### src/rtl/fetch_buffer_if.sv
// Fetch-side bundle: instruction memory request/response, decode handshake and redirect.
interface fetch_buffer_if;
   logic        o_imem_req;
   logic [31:0] o_imem_addr;
   logic        i_imem_gnt;
   logic        i_imem_rvalid;
   logic [31:0] i_imem_rdata;
   logic        o_inst_valid;
   logic [31:0] o_inst;
   logic [31:0] o_inst_pc;
   logic        i_inst_ready;
   logic        i_redirect;
   logic [31:0] i_redirect_pc;

   modport master (
      output o_imem_req, o_imem_addr, o_inst_valid, o_inst, o_inst_pc,
      input  i_imem_gnt, i_imem_rvalid, i_imem_rdata, i_inst_ready, i_redirect, i_redirect_pc
   );

   modport slave (
      input  o_imem_req, o_imem_addr, o_inst_valid, o_inst, o_inst_pc,
      output i_imem_gnt, i_imem_rvalid, i_imem_rdata, i_inst_ready, i_redirect, i_redirect_pc
   );
endinterface

### src/rtl/fetch_buffer.sv
// In-order instruction prefetcher with a DEPTH-entry {inst, pc} FIFO; grant-to-valid is L+1 cycles.
// Requests stop when queued plus in-flight reaches DEPTH; redirect flushes and drops stale responses.
module fetch_buffer #(
   parameter logic [31:0] RESET_ADDR = 32'h0000_0000,
   parameter int unsigned DEPTH      = 4
) (
   input logic            i_clk,
   input logic            i_rst,
   fetch_buffer_if.master bus
);
   localparam int unsigned AW  = (DEPTH > 1) ? $clog2(DEPTH) : 1;
   localparam int unsigned CW  = $clog2(DEPTH + 1);
   localparam logic [CW:0] CAP = (CW + 1)'(DEPTH);

   logic [31:0]   fetch_pc_q, fetch_pc_d;
   logic [31:0]   resp_pc_q, resp_pc_d;
   logic [CW-1:0] count_q, count_d;
   logic [CW-1:0] outst_q, outst_d;
   logic [CW-1:0] drop_q, drop_d;
   logic [AW-1:0] rd_ptr_q, rd_ptr_d;
   logic [AW-1:0] wr_ptr_q, wr_ptr_d;
   logic [31:0]   fifo_inst_q [DEPTH];
   logic [31:0]   fifo_pc_q   [DEPTH];

   logic        req, gnt_fire, rsp, push, inst_valid, pop;
   logic [31:0] redirect_pc_al;
   logic        redirect_pc_lsb_unused;

   assign redirect_pc_al         = {bus.i_redirect_pc[31:2], 2'b00};
   assign redirect_pc_lsb_unused = ^bus.i_redirect_pc[1:0];

   // Credit counts both buffered entries and requests whose responses are still owed.
   assign req        = ~i_rst & ~bus.i_redirect & (({1'b0, count_q} + {1'b0, outst_q}) < CAP);
   assign gnt_fire   = req & bus.i_imem_gnt;
   assign rsp        = bus.i_imem_rvalid;
   assign push       = rsp & ~bus.i_redirect & (drop_q == '0);
   assign inst_valid = (count_q != '0) & ~bus.i_redirect;
   assign pop        = inst_valid & bus.i_inst_ready;

   always_comb begin
      fetch_pc_d = fetch_pc_q;
      resp_pc_d  = resp_pc_q;
      count_d    = count_q;
      outst_d    = outst_q;
      drop_d     = drop_q;
      rd_ptr_d   = rd_ptr_q;
      wr_ptr_d   = wr_ptr_q;
      if (bus.i_redirect) begin
         fetch_pc_d = redirect_pc_al;
         resp_pc_d  = redirect_pc_al;
         count_d    = '0;
         rd_ptr_d   = '0;
         wr_ptr_d   = '0;
         // Everything still owed after this cycle belongs to the old stream.
         outst_d    = outst_q - CW'(rsp);
         drop_d     = outst_q - CW'(rsp);
      end else begin
         if (gnt_fire) begin
            fetch_pc_d = fetch_pc_q + 32'd4;
         end
         outst_d = outst_q + CW'(gnt_fire) - CW'(rsp);
         if (rsp && (drop_q != '0)) begin
            drop_d = drop_q - CW'(1);
         end
         if (push) begin
            resp_pc_d = resp_pc_q + 32'd4;
            wr_ptr_d  = wr_ptr_q + AW'(1);
         end
         if (pop) begin
            rd_ptr_d = rd_ptr_q + AW'(1);
         end
         count_d = count_q + CW'(push) - CW'(pop);
      end
   end

   always_ff @(posedge i_clk or posedge i_rst) begin
      if (i_rst) begin
         fetch_pc_q <= RESET_ADDR;
         resp_pc_q  <= RESET_ADDR;
         count_q    <= '0;
         outst_q    <= '0;
         drop_q     <= '0;
         rd_ptr_q   <= '0;
         wr_ptr_q   <= '0;
      end else begin
         fetch_pc_q <= fetch_pc_d;
         resp_pc_q  <= resp_pc_d;
         count_q    <= count_d;
         outst_q    <= outst_d;
         drop_q     <= drop_d;
         rd_ptr_q   <= rd_ptr_d;
         wr_ptr_q   <= wr_ptr_d;
      end
   end

   always_ff @(posedge i_clk) begin
      if (push) begin
         fifo_inst_q[wr_ptr_q] <= bus.i_imem_rdata;
         fifo_pc_q[wr_ptr_q]   <= resp_pc_q;
      end
   end

   assign bus.o_imem_req   = req;
   assign bus.o_imem_addr  = fetch_pc_q;
   assign bus.o_inst_valid = inst_valid;
   assign bus.o_inst       = fifo_inst_q[rd_ptr_q];
   assign bus.o_inst_pc    = fifo_pc_q[rd_ptr_q];
endmodule

### src/flat_wrapper.sv
// flat-port wrapper written by rule: the top's interface ports become plain ports
module fetch_buffer_flat 
#(
   parameter logic [31:0] RESET_ADDR = 32'h0000_0000,
   parameter int unsigned DEPTH      = 4
)
  (i_clk, i_rst, bus_o_imem_req, bus_o_imem_addr, bus_o_inst_valid, bus_o_inst, bus_o_inst_pc, bus_i_imem_gnt, bus_i_imem_rvalid, bus_i_imem_rdata, bus_i_inst_ready, bus_i_redirect, bus_i_redirect_pc);
  fetch_buffer_if bus_i ();
  input logic i_clk;
  input logic i_rst;
  output wire logic [$bits(bus_i.o_imem_req)-1:0] bus_o_imem_req;
  output wire logic [$bits(bus_i.o_imem_addr)-1:0] bus_o_imem_addr;
  output wire logic [$bits(bus_i.o_inst_valid)-1:0] bus_o_inst_valid;
  output wire logic [$bits(bus_i.o_inst)-1:0] bus_o_inst;
  output wire logic [$bits(bus_i.o_inst_pc)-1:0] bus_o_inst_pc;
  input wire logic [$bits(bus_i.i_imem_gnt)-1:0] bus_i_imem_gnt;
  input wire logic [$bits(bus_i.i_imem_rvalid)-1:0] bus_i_imem_rvalid;
  input wire logic [$bits(bus_i.i_imem_rdata)-1:0] bus_i_imem_rdata;
  input wire logic [$bits(bus_i.i_inst_ready)-1:0] bus_i_inst_ready;
  input wire logic [$bits(bus_i.i_redirect)-1:0] bus_i_redirect;
  input wire logic [$bits(bus_i.i_redirect_pc)-1:0] bus_i_redirect_pc;
  assign bus_o_imem_req = bus_i.o_imem_req;
  assign bus_o_imem_addr = bus_i.o_imem_addr;
  assign bus_o_inst_valid = bus_i.o_inst_valid;
  assign bus_o_inst = bus_i.o_inst;
  assign bus_o_inst_pc = bus_i.o_inst_pc;
  assign bus_i.i_imem_gnt = bus_i_imem_gnt;
  assign bus_i.i_imem_rvalid = bus_i_imem_rvalid;
  assign bus_i.i_imem_rdata = bus_i_imem_rdata;
  assign bus_i.i_inst_ready = bus_i_inst_ready;
  assign bus_i.i_redirect = bus_i_redirect;
  assign bus_i.i_redirect_pc = bus_i_redirect_pc;
  fetch_buffer #(.RESET_ADDR(RESET_ADDR), .DEPTH(DEPTH)) u_core (.i_clk(i_clk), .i_rst(i_rst), .bus(bus_i));
endmodule
### config.mk
export PLATFORM = sky130hd
export DESIGN_NAME = fetch_buffer_flat
export DESIGN_NICKNAME = d
export VERILOG_FILES = /design/src/rtl/fetch_buffer_if.sv /design/src/rtl/fetch_buffer.sv /design/src/flat_wrapper.sv
export SDC_FILE = /design/constraint.sdc
export NUM_CORES = 1
export LEC_CHECK = 0
export CORE_MARGIN = 8
export CORE_UTILIZATION = 30
export DETAILED_ROUTE_END_ITERATION = 12
export GPL_TIMING_DRIVEN = 0
export PLACE_DENSITY = 0.47
export SLEW_MARGIN = 20
export SYNTH_ARGS = -nofsm -noshare
export SYNTH_HDL_FRONTEND = slang
export SYNTH_SLANG_ARGS = --single-unit
### constraint.sdc
create_clock -name i_clk -period 2.9 [get_ports i_clk]
set_input_delay 0.29 -clock i_clk [delete_from_list [all_inputs] [get_ports i_clk]]
set_output_delay 0.29 -clock i_clk [all_outputs]
set_load 0.1 [all_outputs]
==> impl_metrics.py <==
metrics = {
    "run_status": {
        "run_status": "complete, no violations",
    },
    "worst_hold_path": {
        "min_path_type": "in -> async",
    },
    "global_routing": {
        "grt.total_usage_pct": 13.0,
        "overflow": 0,
        "grt_pass1_vias": 7880,
        "grt_first_pass_wirelength_um": 50400,
        "largest_net_degree_at_the_start_of_global_routing": 40,
        "antenna_found_initial": 0,
    },
    "synth": {
        "synth_enable_flop_cells": 248,
        "syn_area_um2": 13100,
        "syn_inst": 763,
        "synth_warnings": 0,
        "synth.lib_cells_used.distinct": 49,
        "synth_async_sr_flop_share_pct": 22.7,
        "synth_area_per_cell_um2": 17.2,
        "synth_sequential_area_ratio_pct": 70.6,
        "ys_seq_elements": 321,
        "top_flip_flop_cell_by_instance_count_after_synthesis": "sky130_fd_sc_hd__edfxtp_1",
    },
    "place": {
        "place_area_um2": 15600,
        "final_weighted_congestion_of_routability_driven_global_placement": 0.755,
        "dp_hpwl_um": 22100,
        "io_buffer_count": 160,
    },
    "worst_setup_path": {
        "timing.critical_path.cells": "clkbuf_4 > mux4_2 > clkdlybuf4s15_2",
        "max_stage_delay_ns": 0.56,
        "slowest_stage": "sky130_fd_sc_hd__dfrtp_2",
        "critical_path_peak_fanout": 10,
        "crit_path_end_kind": "primary output",
        "r2r_cells": 7,
        "cp_data_arrival_time_ns": 2.55,
        "timing.critical_path.from_type": "flop",
        "critPathKind": "reg -> out",
        "timing.critical_path.required_ns": 2.61,
    },
    "floorplan": {
        "dieWidth_um": 225,
        "die_h_um": 225,
        "initial_utilization_pct": 30.4,
        "core_area_um2": 43200,
        "die_area_um2": 50800,
        "placement_rows": 76,
        "top_level_ports": 168,
    },
    "power_and_ir_drop": {
        "power.static_leakage_nw": 5.68,
        "total_power_mw": 15.8,
        "clock_power_share_pct": 30.6,
        "net-switching-power_mw": 6.17,
        "p_seq_share_pct": 35.2,
        "internal_power_mw": 9.63,
        "max-vdd-ir-drop_uv": 372,
        "p_sw_share_pct": 39.0,
        "power_frac_comb_pct": 34.1,
        "power.density_cell_area_nw_per_um2": 937,
    },
    "clock_network": {
        "worst_setup_hold_path_clk_slew_ns": 0.06,
        "post_cts.repair.setup_buffers": 0,
        "ctsLongestPathBuffers": 3,
        "root_buffer": "sky130_fd_sc_hd__clkbuf_16",
        "cts-buffers-inserted": 39,
        "worst_skew_pair_latency_ns": 0.54,
        "tritoncts": "yes",
        "postCtsHoldBufs": 0,
        "cts-htree-levels": 2,
        "numClockSinks": 321,
    },
    "sta": {
        "holdWs_ns": 0.240,
        "max_slew_vio_count": 0,
        "rsz0062_at_grt": "true",
        "report.final.setup_viol": 0,
        "fmaxAchievable_ghz": 0.353,
        "max_slew_margin_pct": 31.4,
        "worst-slew-pin-transition_ns": 1.03,
        "final_period_minus_worst_setup_slack_ns": 2.84,
        "worst_case_clock_skew_ns": 0.0199,
        "finalHoldViolations": 0,
        "layout_worst_path_cycle_share_pct": 97.8,
    },
    "route": {
        "drt_iter0_drc": 386,
        "detail_route.drc_violations": 0,
        "postRouteAntennaNets": 0,
        "routed-wl-met3_um": 1960,
        "routed_via_density": 4.66,
        "drtPass1Iterations": 4,
        "wirelength_met1_um": 14600,
        "drt-wirelength-per-cell_um": 21.1,
        "met2_length_um": 16300,
        "route.vias.total": 7400,
        "highest_layer": "met4",
        "postRouteWirelength_um": 33500,
    },
    "cells_and_area": {
        "final_common_cell": "sky130_fd_sc_hd__edfxtp_1",
        "postLayoutCellArea_um2": 16900,
        "mostFrequentLayoutCells": "sky130_fd_sc_hd__edfxtp_1 (248), sky130_fd_sc_hd__clkdlybuf4s50_1 (96), sky130_fd_sc_hd__dfrtp_1 (71), sky130_fd_sc_hd__mux4_2 (62), sky130_fd_sc_hd__clkbuf_16 (39)",
        "num-nets-final": 1061,
        "diodes": 0,
        "syn2layout_area_growth_pct": 28.2,
        "post_route_cells_drive_above_1_share_pct": 24.2,
    },
    "run": {
        "max_cap_viols": 0,
    },
}
-- final cells by class --
class	instances	area, um2
Clock buffer	44	1000
Clock inverter	26	260
Tap cell	585	732
Fill cell	4075	26300
Sequential cell	321	9280
Timing Repair Buffer	165	1620
Buffer	31	170
Inverter	23	88.8
Multi-Input combinational cell	392	3700
-- stage by stage --
stage	TNS (ns)	std cells	worst slack, ns	util, %
floorplan	0	766	0.182	-
global placement	-311.35	1511	-0.957	35.9
detailed placement	-58.12	1516	-0.917	36.2
CTS	-4.70	1584	-0.136	39.3
global route	-1.11	1587	-0.0663	39.0
finish	0	1587	0.0635	39.0
-- worst max-delay path, delay by kind of cell, from the launching register on --
family | cells | cell delay, ns
buffers and inverters | 2 | 0.86
flip-flops | 1 | 0.56
multiplexers | 1 | 0.56
-- cells in the mapped netlist (2+ instances only) --
library cell / count / area (um2)
sky130_fd_sc_hd__nand2b_1: 5 / 31.3
sky130_fd_sc_hd__mux4_2: 62 / 1400
sky130_fd_sc_hd__o311ai_0: 2 / 17.5
sky130_fd_sc_hd__inv_1: 22 / 82.6
sky130_fd_sc_hd__ha_1: 16 / 200
sky130_fd_sc_hd__nor3_1: 10 / 50.1
sky130_fd_sc_hd__edfxtp_1: 248 / 7450
sky130_fd_sc_hd__fa_1: 2 / 40.0
sky130_fd_sc_hd__clkbuf_1: 20 / 75.1
sky130_fd_sc_hd__nand4_1: 26 / 163
sky130_fd_sc_hd__nand3_2: 2 / 20.0
sky130_fd_sc_hd__xor2_1: 21 / 184
sky130_fd_sc_hd__a21oi_1: 12 / 60.1
sky130_fd_sc_hd__nand2_1: 34 / 128
sky130_fd_sc_hd__or3_1: 6 / 37.5
sky130_fd_sc_hd__xnor2_1: 31 / 272
sky130_fd_sc_hd__nor2_1: 35 / 131
sky130_fd_sc_hd__buf_1: 8 / 30.0
sky130_fd_sc_hd__nor4_1: 5 / 31.3
sky130_fd_sc_hd__and2_1: 6 / 37.5
sky130_fd_sc_hd__mux2i_1: 4 / 40.0
sky130_fd_sc_hd__a31oi_1: 9 / 56.3
sky130_fd_sc_hd__and3_1: 3 / 18.8
sky130_fd_sc_hd__mux2_2: 23 / 259
sky130_fd_sc_hd__o31a_1: 5 / 43.8
sky130_fd_sc_hd__nand3b_1: 2 / 15.0
sky130_fd_sc_hd__a21boi_0: 4 / 30.0
sky130_fd_sc_hd__buf_4: 5 / 37.5
sky130_fd_sc_hd__nand3_1: 22 / 110
sky130_fd_sc_hd__and4_1: 2 / 17.5
sky130_fd_sc_hd__o21ai_0: 21 / 105
sky130_fd_sc_hd__dfrtp_1: 73 / 1830
-- power by group through the flow --
stage                     registers (mW)  clock network (mW)  logic (mW)
after global placement              5.62                   0        5.65
after CTS                           5.57                5.00        5.55
after floorplan                     5.88                   0        3.97
after global routing                5.61                5.16        5.68
final                               5.57                4.84        5.39
after detailed placement            5.62                   0        5.68
-- cells by family after synthesis --
logic type      count (synthesis)  share of synthesized area, %
compound gates                 59                          2.77
xor+xnor                       52                          3.47
fa+ha+maj                      18                          1.83
buf+inv                        56                          1.74
flops                         321                          70.6
mux                            89                          12.9
other cells                     1                        0.0285
simple gates                  167                          6.71
-- timing repair --
| item | CTS | global route |
|---|---|---|
| pin swaps | 0 | 4 |
| setup endpoints to repair | 64 | 138 |
| cloned | 0 | 3 |
| resized for setup | 220 | 56 |
-- path summary, 6_finish.rpt --
path,from,endpoint,slack (ns)
min reg2reg,u_core.outst_q[2]$_DFF_PP0_,u_core.outst_q[2]$_DFF_PP0_,0.53
max in group asynchronous,i_rst,u_core.bus.o_imem_addr[27]$_DFFE_PP0P_,2.05
min in group i_clk,bus_i_redirect,u_core.bus.o_imem_addr[7]$_DFFE_PP0P_,0.33
min,i_rst,u_core.bus.o_imem_addr[2]$_DFFE_PP0P_,0.24
max,u_core.rd_ptr_q[0]$_DFFE_PP0P_,bus_o_inst[9],0.06
max reg2reg,u_core.drop_q[0]$_DFFE_PP0P_,u_core.resp_pc_q[27]$_DFFE_PP0N_,0.24
-- metal layers --
| layer | track usage, % | vias to the layer above |
|---|---|---|
| met4 | 3.31 | 0 |
| li1 | - | 3400 |
| met2 | 21.5 | 186 |
| met1 | 16.5 | 3770 |
| met5 | 0 | - |
| met3 | 3.96 | 44 |
-- registers in the layout, indices dropped and copies added (netlist names) --
name	cells
u_core.fifo_inst_q	128
u_core.fifo_pc_q	120
u_core.bus.o_imem_addr	30
u_core.resp_pc_q	30
u_core.count_q	3
u_core.drop_q	3
u_core.outst_q	3
u_core.rd_ptr_q	2
u_core.wr_ptr_q	2
Note: power is estimated with default switching activity, not from simulation.
